**src/rtl/ep0_pkg.sv**
```systemverilog
// ep0_pkg: token/handshake/data PIDs, FSM state encoding and SETUP byte offsets
// shared by the EP0 control sequencer.
package ep0_pkg;
  localparam logic [1:0] TOK_SETUP = 2'd0, TOK_IN = 2'd1, TOK_OUT = 2'd2;
  localparam logic [1:0] HS_ACK = 2'd0, HS_NAK = 2'd1, HS_STALL = 2'd2;
  localparam logic DATA0 = 1'b0, DATA1 = 1'b1;
  localparam int OFF_BM_REQUEST_TYPE = 0, OFF_B_REQUEST = 1, OFF_W_VALUE = 2, OFF_W_INDEX = 4, OFF_W_LENGTH = 6;
  typedef enum logic [2:0] {IDLE, SETUP_RX, DATA_IN, WAIT_HS, STATUS_IN, STATUS_OUT} state_t;
endpackage

```
**src/rtl/ep0_control_sequencer_if.sv**
```systemverilog
// ep0_control_sequencer_if: received byte stream plus the SETUP capture results.
interface ep0_control_sequencer_if;
  logic [7:0] data;
  logic valid;
  logic pkt_end;
  logic pkt_ok;
  logic clear;
  logic [7:0][7:0] setup;
  logic [3:0] count;
  modport master (output data, valid, pkt_end, pkt_ok, clear, input setup, count);
  modport slave (input data, valid, clear, output setup, count);
endinterface

```
**src/rtl/ep0_setup_capture.sv**
```systemverilog
// ep0_setup_capture: keeps the first eight bytes of a received packet and a
// 4-bit saturating byte count, cleared by any token.
module ep0_setup_capture (
  input logic clk,
  input logic reset_n,
  ep0_control_sequencer_if.slave cap
);
  always_ff @(posedge clk or negedge reset_n)
    if (!reset_n) begin
      cap.setup <= '0;
      cap.count <= '0;
    end else if (cap.clear) cap.count <= '0;
    else if (cap.valid) begin
      if (!cap.count[3]) cap.setup[cap.count[2:0]] <= cap.data;
      if (cap.count != 4'hf) cap.count <= cap.count + 4'd1;
    end
endmodule

```
**src/rtl/ep0_control_sequencer.sv**
```systemverilog
// ep0_control_sequencer: USB endpoint-0 control transfer sequencer (SETUP, IN data, status).
// Define EP0_SEQ_TIMEOUT_EN to add an internal handshake-wait timeout of TIMEOUT_CYCLES.
module ep0_control_sequencer import ep0_pkg::*; #(
  parameter int TIMEOUT_CYCLES = 640
) (
  input  logic        clk,
  input  logic        reset_n,
  input  logic        tokenValid,
  input  logic [1:0]  tokenPid,
  input  logic [7:0]  rxByte,
  input  logic        rxByteValid,
  input  logic        rxPacketEnd,
  input  logic        rxPacketOk,
  input  logic        hostAck,
  input  logic        txnTimeout,
  output logic        clearRequest,
  output logic        requestValid,
  output logic        bmRequestTypeDPTD,
  output logic [1:0]  bmRequestTypeType,
  output logic [4:0]  bmRequestTypeRecipient,
  output logic [7:0]  bRequest,
  output logic [15:0] wValue,
  output logic [15:0] wIndex,
  output logic [15:0] wLength,
  input  logic [7:0]  outByte,
  input  logic        outByteValid,
  input  logic        outByteLast,
  output logic        outByteAck,
  output logic        commitWrite,
  output logic        resetWrite,
  output logic        sendHandshake,
  output logic [1:0]  handshakePid,
  output logic        txStart,
  output logic        txDataPid,
  output logic [7:0]  txByte,
  output logic        txByteValid,
  input  logic        txByteReady,
  output logic        txLast,
  output logic        statusDone
);
  state_t state, state_d;
  logic busy, busy_d, toggle, toggle_d, req, req_d, zlp, zlp_d, latch;
  logic clr_d, hs_d, start_d, dpid_d, commit_d, rewind_d, done_d;
  logic [1:0] hs_pid_d;
  logic setup_tok, in_tok, out_tok, sending, timeout, pkt_good;
  logic [15:0] setup_wlength;
  ep0_control_sequencer_if cap ();
  assign setup_tok = tokenValid && tokenPid == TOK_SETUP;
  assign in_tok = tokenValid && tokenPid == TOK_IN;
  assign out_tok = tokenValid && tokenPid == TOK_OUT;
  assign cap.data = rxByte;
  assign cap.valid = rxByteValid && (state == SETUP_RX || state == STATUS_OUT);
  assign cap.clear = tokenValid;
  assign cap.pkt_end = rxPacketEnd;
  assign cap.pkt_ok = rxPacketOk;
  assign pkt_good = cap.pkt_end && cap.pkt_ok;
  assign setup_wlength = {cap.setup[OFF_W_LENGTH+1], cap.setup[OFF_W_LENGTH]};
  ep0_setup_capture u_capture (.clk(clk), .reset_n(reset_n), .cap(cap));
  assign sending = busy && state == DATA_IN;
  assign txByte = sending ? outByte : '0;
  assign txByteValid = sending && outByteValid;
  assign txLast = zlp || (sending && outByteLast);
  assign outByteAck = txByteValid && txByteReady;
  assign requestValid = req && !setup_tok;
`ifdef EP0_SEQ_TIMEOUT_EN
  localparam int TW = $clog2(TIMEOUT_CYCLES + 1);
  logic [TW-1:0] wait_cnt;
  logic waiting, int_timeout;
  assign waiting = state == WAIT_HS || (state == STATUS_IN && busy);
  assign int_timeout = wait_cnt >= TW'(TIMEOUT_CYCLES);
  always_ff @(posedge clk or negedge reset_n)
    if (!reset_n) wait_cnt <= '0;
    else if (!waiting || zlp) wait_cnt <= '0;
    else if (!int_timeout) wait_cnt <= wait_cnt + TW'(1);
  assign timeout = txnTimeout || int_timeout;
`else
  if (TIMEOUT_CYCLES >= 0) begin : g_ext_timeout
    assign timeout = txnTimeout;
  end
`endif
  always_comb begin
    state_d = state; busy_d = busy; toggle_d = toggle; req_d = req; zlp_d = 1'b0; latch = 1'b0;
    clr_d = 1'b0; hs_d = 1'b0; hs_pid_d = HS_ACK; start_d = 1'b0; dpid_d = DATA0;
    commit_d = 1'b0; rewind_d = 1'b0; done_d = 1'b0;
    if (setup_tok) begin
      state_d = SETUP_RX; busy_d = 1'b0; req_d = 1'b0;
    end else case (state)
      SETUP_RX: if (cap.pkt_end) begin
        if (pkt_good && cap.count == 4'd8) begin
          latch = 1'b1; clr_d = 1'b1; hs_d = 1'b1; toggle_d = 1'b1; req_d = 1'b1;
          state_d = cap.setup[OFF_BM_REQUEST_TYPE][7] && setup_wlength != '0 ? DATA_IN : STATUS_IN;
        end else state_d = IDLE;
      end
      DATA_IN: if (busy) begin
        if (outByteAck && outByteLast) begin busy_d = 1'b0; state_d = WAIT_HS; end
      end else if (in_tok) begin busy_d = 1'b1; start_d = 1'b1; dpid_d = toggle; end
      else if (out_tok) state_d = STATUS_OUT;
      WAIT_HS: if (hostAck) begin commit_d = 1'b1; toggle_d = ~toggle; state_d = DATA_IN; end
      else if (timeout) begin rewind_d = 1'b1; state_d = DATA_IN; end
      STATUS_IN: if (in_tok) begin busy_d = 1'b1; start_d = 1'b1; zlp_d = 1'b1; dpid_d = DATA1; end
      else if (out_tok) begin hs_d = 1'b1; hs_pid_d = HS_STALL; state_d = IDLE; end
      else if (busy && hostAck) begin done_d = 1'b1; state_d = IDLE; end
      STATUS_OUT: if (in_tok) begin hs_d = 1'b1; hs_pid_d = HS_STALL; state_d = IDLE; end
      else if (pkt_good && cap.count == 4'd0) begin hs_d = 1'b1; done_d = 1'b1; state_d = IDLE; end
      default: if (in_tok || out_tok) begin hs_d = 1'b1; hs_pid_d = HS_STALL; end
    endcase
    if (state_d == IDLE) begin req_d = 1'b0; busy_d = 1'b0; end
  end
  always_ff @(posedge clk or negedge reset_n)
    if (!reset_n) begin
      state <= IDLE; busy <= 1'b0; toggle <= 1'b0; req <= 1'b0; zlp <= 1'b0;
      clearRequest <= 1'b0; sendHandshake <= 1'b0; handshakePid <= HS_ACK;
      txStart <= 1'b0; txDataPid <= DATA0; commitWrite <= 1'b0; resetWrite <= 1'b0; statusDone <= 1'b0;
      bmRequestTypeDPTD <= 1'b0; bmRequestTypeType <= '0; bmRequestTypeRecipient <= '0;
      bRequest <= '0; wValue <= '0; wIndex <= '0; wLength <= '0;
    end else begin
      state <= state_d; busy <= busy_d; toggle <= toggle_d; req <= req_d; zlp <= zlp_d;
      clearRequest <= clr_d; sendHandshake <= hs_d; handshakePid <= hs_pid_d;
      txStart <= start_d; txDataPid <= dpid_d; commitWrite <= commit_d; resetWrite <= rewind_d; statusDone <= done_d;
      if (latch) begin
        {bmRequestTypeDPTD, bmRequestTypeType, bmRequestTypeRecipient} <= cap.setup[OFF_BM_REQUEST_TYPE];
        bRequest <= cap.setup[OFF_B_REQUEST];
        wValue <= {cap.setup[OFF_W_VALUE+1], cap.setup[OFF_W_VALUE]};
        wIndex <= {cap.setup[OFF_W_INDEX+1], cap.setup[OFF_W_INDEX]};
        wLength <= setup_wlength;
      end
    end
endmodule

```
**config.mk**
```make
export PLATFORM = sky130hd
export DESIGN_NAME = ep0_control_sequencer
export DESIGN_NICKNAME = d
export VERILOG_FILES = /design/src/rtl/ep0_pkg.sv /design/src/rtl/ep0_control_sequencer_if.sv /design/src/rtl/ep0_setup_capture.sv /design/src/rtl/ep0_control_sequencer.sv
export SDC_FILE = /design/constraint.sdc
export NUM_CORES = 1
export LEC_CHECK = 0
export ABC_CLOCK_PERIOD_IN_PS = 5350
export BUFFER_PORTS_ARGS = -buffer_cell sky130_fd_sc_hd__buf_4
export CAP_MARGIN = 20
export CORE_AREA = 5 5 120 122
export DETAILED_ROUTE_END_ITERATION = 8
export DIE_AREA = 0 0 125 127
export PLACE_DENSITY = 0.71
export SLEW_MARGIN = 40
export SYNTH_ARGS = -nofsm -noshare
export SYNTH_HDL_FRONTEND = slang
export SYNTH_SLANG_ARGS = --single-unit
```
**constraint.sdc**
```tcl
create_clock -name clk -period 5.35 [get_ports clk]
set_input_delay 0.535 -clock clk [delete_from_list [all_inputs] [get_ports clk]]
set_output_delay 0.535 -clock clk [all_outputs]
set_load 0.02 [all_outputs]
```
# Yosys cells after proc, flatten, opt, wreduce, memory -nomap -nowiden
# Cells that the tools add are included.
# Widths: inputs -> output; s select.
[op_classes] addsub=1 order_cmp=2 eq_ne=13 muxes=76 bitwise_logic=4 n_reduce_logical=38
[op_table] op="$bwmux 64" n=1
[op_table] op="$mux 3" n=15
[op_table] op="$mux 1" n=41
[op_table] op="$demux 8 s3" n=1
[op_table] op="$logic_and 1x1->1" n=16
[op_table] op="$mux 8" n=2
[op_table] op="$reduce_bool 16->1" n=1
[op_table] op="$pmux 3 s5" n=1
[op_table] op="$mux 4" n=3
[op_table] op="$mux 2" n=5
[op_table] op="$pmux 1 s2" n=5
[op_table] op="$reduce_bool 3->1" n=3
[op_table] op="$ne 4x4->1 const B" n=2
[op_table] op="$eq 3x2->1 const B" n=2
[op_table] op="$eq 3x3->1 const B" n=2
[op_table] op="$pmux 2 s3" n=1
[op_table] op="$reduce_and 3->1" n=2
[op_table] op="$reduce_bool 2->1" n=3
[op_table] op="$reduce_and 5->1" n=1
[op_table] op="$add 4x1->4 const B" n=1
[op_table] op="$eq 4x4->1 const B" n=1
[op_table] op="$logic_not 4->1" n=1
[op_table] op="$lt 3x4->1 const B" n=1
[op_table] op="$ne 2x2->1 const B" n=2
[op_table] op="15 further kinds" n=21
[totals] regBits=148 word_cells=163

# Longest topological paths before layout
[depth] depth_word=12 mapped_depth=10

# By module
# Synthesis repeated with hierarchy kept, for this count alone.
[unflattened] cells_unflattened=424 area_unflattened_um2=6226.0
[modules_own_cells] module="ep0_control_sequencer" instances=1 cells_per_inst=258 area_each_um2=3504.6 seq_area_each_um2=1976.9
[modules_own_cells] module="ep0_setup_capture" instances=1 cells_per_inst=166 area_each_um2=2721.4 seq_area_each_um2=1701.6

# Least setup slack after synthesis
# No wires, ideal clock.
[synth_path] path_kind="reg2reg" start="register u_capture.cap.count[1]" end="register busy" t_arrival_ps=2243 setup_slack_ps=3014 path_stages_with_launch=10 synth_period_minus_slack_ps=2336 path_cell_list="dfrtp_1 > clkbuf_1 > inv_1 > ha_1 > and4b_2 > and2b_1 > o311a_1 > o311ai_0 > a22oi_1 > a211oi_1"
[synth_between] elab_chain_len=9 word_cells_on_any_way=15
[synth_lines] item="start, declared" line_no="ep0_control_sequencer_if.sv:11" text="modport slave (input data, valid, clear, output setup, count);"
[synth_lines] item="start signal, assigned" line_no="ep0_setup_capture.sv:15" text="if (cap.count != 4'hf) cap.count <= cap.count + 4'd1;"
[synth_lines] item="$eq 4x4->1 / $logic_not 4->1 (equally long branches)" line_no="ep0_control_sequencer.sv:89, ep0_control_sequencer.sv:104"
[synth_lines] item="$logic_and 1x1->1, on equally long branches" line_no="ep0_control_sequencer.sv:89, ep0_control_sequencer.sv:104"
[synth_lines] item="$mux 3, on equally long branches" line_no="ep0_control_sequencer.sv:89, ep0_control_sequencer.sv:104"
[synth_lines] item="$mux 3, on equally long branches" line_no="ep0_control_sequencer.sv:88, ep0_control_sequencer.sv:103"
[synth_lines] item="$pmux 3 s5 *" line_no="ep0_control_sequencer.sv:87" text="end else case (state)"
[synth_lines] item="$mux 3 *" line_no="ep0_control_sequencer.sv:85" text="if (setup_tok) begin"
[synth_lines] item="$logic_not 3->1 *" line_no="ep0_control_sequencer.sv:107" text="if (state_d == IDLE) begin req_d = 1'b0; busy_d = 1'b0; end"
[synth_lines] item="$ne 4x4->1 (no line) / $reduce_bool 4->1 (equally long branches)"
[synth_lines] item="$reduce_and 2->1 (no line)"
[synth_lines] item="end signal, assigned" line_no="ep0_control_sequencer.sv:117" text="state <= state_d; busy <= busy_d; toggle <= toggle_d; req <= req_d; zlp <= zlp_d;"
[synth_lines] item="end, declared" line_no="ep0_control_sequencer.sv:42" text="logic busy, busy_d, toggle, toggle_d, req, req_d, zlp, zlp_d, latch;"
# Every way passes the cells marked *; elsewhere a longest branch is shown, timed or not.
# A chain may end at the register's enable or synchronous reset.

# Worst setup path in the final report
[layout_path] start="register state[1]" end="register wIndex[2]"
[layout_between] elab_chain_len=3
[layout_lines] item="start, declared" line_no="ep0_control_sequencer.sv:41" text="state_t state, state_d;"
[layout_lines] item="start signal, assigned" line_no="ep0_control_sequencer.sv:117"
[layout_lines] item="$eq 3x1->1" line_no="ep0_control_sequencer.sv:87"
[layout_lines] item="$mux 1" line_no="ep0_control_sequencer.sv:87"
[layout_lines] item="$mux 1" line_no="ep0_control_sequencer.sv:85"
[layout_lines] item="end signal, assigned" line_no="ep0_control_sequencer.sv:124" text="wIndex <= {cap.setup[OFF_W_INDEX+1], cap.setup[OFF_W_INDEX]};"
[layout_lines] item="end, declared" line_no="ep0_control_sequencer.sv:23" text="output logic [15:0] wIndex,"
# No other way between the ends.

==> results.md <==
- The share of layout cells above drive strength 1 is 0.327.
- For this run, the total global-route usage over all layers was measured as 0.189.
- Buffers inserted during clock tree synthesis total 17.
- The largest vdd supply drop is 0.221 mV.
- The initial utilization of the core area, before any placement, comes to 0.466.
- For this run, the register share of the synthesized area comes to 0.604.
- The number of distinct library cells after synthesis is 52.
- The average size of a mapped cell is 10.9 µm².
- By area the synthesized netlist is led by dfrtp_1 60%, nand2_1 13%, mux2_2 12%.
- The clock-pin transition on the worst setup and hold timing paths is 0.06 ns.
- The number of core rows is 42.
- The cell count after placement is 829.
- Routability-driven placement finished with a final weighted congestion of 0.847.
- The cell count after synthesis is 560.
- The number of antenna diodes in the final layout is 0.
- The post-layout net count is 706.
- The global-route wire length before repair is 23800 µm.
- The critical path arrival is 2.94 ns.
- From synthesis to final layout, the design area changed by 27.3%.
- Dividing total power by cell area gives a power density of 386 nW/µm².
- In the final timing run, aggregate negative setup slack is 0 ns.
- The count of vias placed by the detailed router is 4407.
- The time the worst path needs with I/O delays and setup is 2.59 ns.
- The number of nets handed over by synthesis was 593.
- The main combinational cell family by area after synthesis is simple AND/OR/NAND/NOR gates.
- The critical path in this run is classified as reg -> reg.
- The total of buffers placed on input and output ports is 112.
- In this run, post-CTS repair resized a total of 0 instances.
- Across the run, the number of max-cap violations was 0.
- After floorplanning, the core was sized to cover 13100 µm².
- Counting flops and latches in the post-synthesis netlist gives 147.
- Buffers added to address setup during post-CTS repair amount to 0.
- The initial antenna violation count was 0.
- The final hold violation count is 0.
- The final layout contains routed wiring with a total length of 14400 µm.
- Entering global routing, the biggest net connects 107 pins.
- The remaining antenna violation count after routing is 0.
- Of the available clock period, the critical path in the final layout requires 0.484.
- The share of the synthesized area in compound gates (AO/OA/AOI/OAI) was 0.0347.
- The min-delay analysis places its worst path in the category in -> async.
- The die covers 15900 µm².
- The number of endpoints failing setup at the final stage is 0.
- The first-pass iteration count of the detailed router is 5.
- The cell leakage power is 4.19 nW.
- The flow ran to the end, and the final reports show no timing, DRC or antenna violations.
- The finished layout holds 861 standard cells, fillers aside.
- The synthesized netlist occupies a cell area of 6090 µm².
- Of all nets on the critical path, the largest fanout is 23.
- Timing would allow up to 0.386 GHz.
- Measured against its own limit, the worst slew margin works out to 0.486.
- The largest clock skew in the final design is 0.00957 ns.
- Data on the critical path is required at its endpoint by 5.70 ns.
- The type of destination of the critical path is a register.
- The number of buffers on the longest clock path is 2.
- In this run, the number of DRC markers left after iteration 0 of detailed routing was 261.
- The filler cells instantiated in the layout total 1110.
- The fraction of the mapped netlist area in simple logic gates is 0.201.
- Measured along the x axis, the die boundary spans 125 µm.
- In this run the vertical extent of the chip is 127 µm.
- The proportion of synthesized area in mux cells is 0.122.
- Of the total synthesized cell area, the portion taken by full adders, half adders and majority gates is 0.00821.
- The top-level I/O count is 114.
- The average wire per standard cell is 16.7 µm.
- The most common flop cell mapped by yosys is dfrtp_1.
- The share of synthesized area in the top cell type comes to 0.604.
- The insertion delay to the later sink of the worst-skew pair is 0.42 ns.
- The actual transition at the worst max-transition pin is 0.770 ns.
- The number of DRC violations after detailed routing is 0.
- Setup repair after global routing left no endpoint under its margin.
- The via density per instance is 5.12.
- The count of flip-flops with a built-in enable after synthesis is 0.
- The H-tree generated during clock tree synthesis spans 4 levels.
- For this design, the CTS-stage hold fixing added 0 buffers.
- The root buffer cell chosen for the clock tree is clkbuf_16.
- The cell type with the largest total area after synthesis is dfrtp_1.
- The wire-length estimate of the detail-placed layout is 9740 µm.
- TritonCTS built the clock tree.
- The xor/xnor cell area share of the yosys netlist is 0.00431.
- For this design, the sink count on the clock tree is 147.
- Counting flops with an async set or reset pin after synthesis yields a share of 1.00.
- The global-route congestion overflow total is 0.
- The number of max-slew violations in the final report came to 0.
- Yosys printed 0 warnings.
- The via count of the first global-routing pass came to 4503.
- The worst setup path is launched from a register.
[critical path: stages, from the launching register on]
cell and delay [ns]:
dfrtp_1 0.52, nor3b_1 0.59, nand3_1 0.30, nor2_4 0.54
buf_4 0.38, nand2_1 0.10, nand2_1 0.08
[cells in the final DEF, fill, tap and decap left out, drive strengths merged, types with 5 or more instances in the layout]
cell | synthesis | final
and2 | 11 | 11
dfrtp | 147 | 147
clkinv | 0 | 5
nand2 | 204 | 204
clkbuf | 13 | 22
buf | 11 | 118
nor2 | 22 | 22
a21oi | 8 | 8
inv | 8 | 8
or4 | 6 | 6
mux2 | 65 | 65
nand3 | 8 | 8
[final cells by class]
cell class / count / area [µm²] / share of cell area
Clock inverter: 9 / 153 / 0.0197
Clock buffer: 22 / 474 / 0.0611
Timing Repair Buffer: 118 / 933 / 0.120
Sequential cell: 147 / 3680 / 0.474
Inverter: 8 / 30.0 / 0.00387
Tap cell: 176 / 220 / 0.0284
Multi-Input combinational cell: 381 / 2270 / 0.292
[per-stage QoR]
stage	worst slack (ns)	hold slack, ns	cell area (µm²)	utilization	power (W)
after floorplan	3.01	0.239	6090	-	0.00161
after global placement	2.37	0.452	7060	0.540	0.00175
after detailed placement	2.78	0.458	7100	0.543	0.00175
after CTS	2.75	0.193	7730	0.591	0.00301
after global routing	2.53	0.0528	7760	0.593	0.00312
final	2.76	0.0277	7760	0.593	0.00299
[state kept, by name, indices dropped and copies added, names as in the netlist, 2 cells and up]
register	flops
u_capture.cap.setup	64
wIndex	16
wLength	16
wValue	16
bRequest	8
bmRequestTypeRecipient	5
u_capture.cap.count	4
state	3
bmRequestTypeType	2
[synthesized netlist by cell type, types with 2 or more instances]
cell type,instances
a211oi_1,2
a21o_1,2
a21oi_1,8
a22oi_1,2
a31oi_1,3
and2_1,11
and3_1,3
buf_2,8
buf_4,2
clkbuf_1,12
dfrtp_1,147
ha_1,4
inv_1,8
mux2_2,65
nand2_1,203
nand3_1,8
nand3b_1,2
nand4_1,3
nor2_1,21
nor2b_1,3
nor3_1,2
nor3_4,2
o211ai_1,3
o21ai_0,2
or2b_2,2
or4_1,5
xor2_1,2
[routing by layer]
layer,vias up,track usage,part of all wire
met2,149,0.294,0.46
li1,2070,-,-
met1,2173,0.260,0.46
met5,-,0,0
met4,0,0.0651,0.013
met3,15,0.0484,0.065
[power breakdown]
group,switching (W),total (W),internal (W)
Sequential,0.0000853,0.00130,0.00121
Clock,0.000440,0.00125,0.000814
Combinational,0.000240,0.000442,0.000202
Total,0.000765,0.00299,0.00223
[cells by family (layout without fill, tap and decap cells)]
family | after synthesis | after routing
and+or+nand+nor | 277 | 277
DFF | 147 | 147
muxes | 66 | 66
buffers and inverters | 32 | 157
AOI/OAI and AO/OA | 30 | 30
adders and majority gates | 4 | 4
xor gates and xnor gates | 3 | 3
other | 1 | 1
[worst paths after layout]
| path | startpoint | endpoint | slack, ns | depth (start not counted) |
|---|---|---|---|---|
| max in group asynchronous | reset_n | wIndex[4] | 4.13 | 3 |
| worst max-delay path | state[1] | wIndex[2] | 2.76 | 6 |
| min in group clk | txnTimeout | resetWrite | 0.37 | 2 |
| worst min-delay path | reset_n | bRequest[1] | 0.03 | 1 |
| worst min register to register | bRequest[0] | bRequest[0] | 0.47 | 2 |
| worst max register to register | state[1] | wIndex[2] | 2.76 | 6 |
Note: power is estimated with default switching activity, not from simulation.
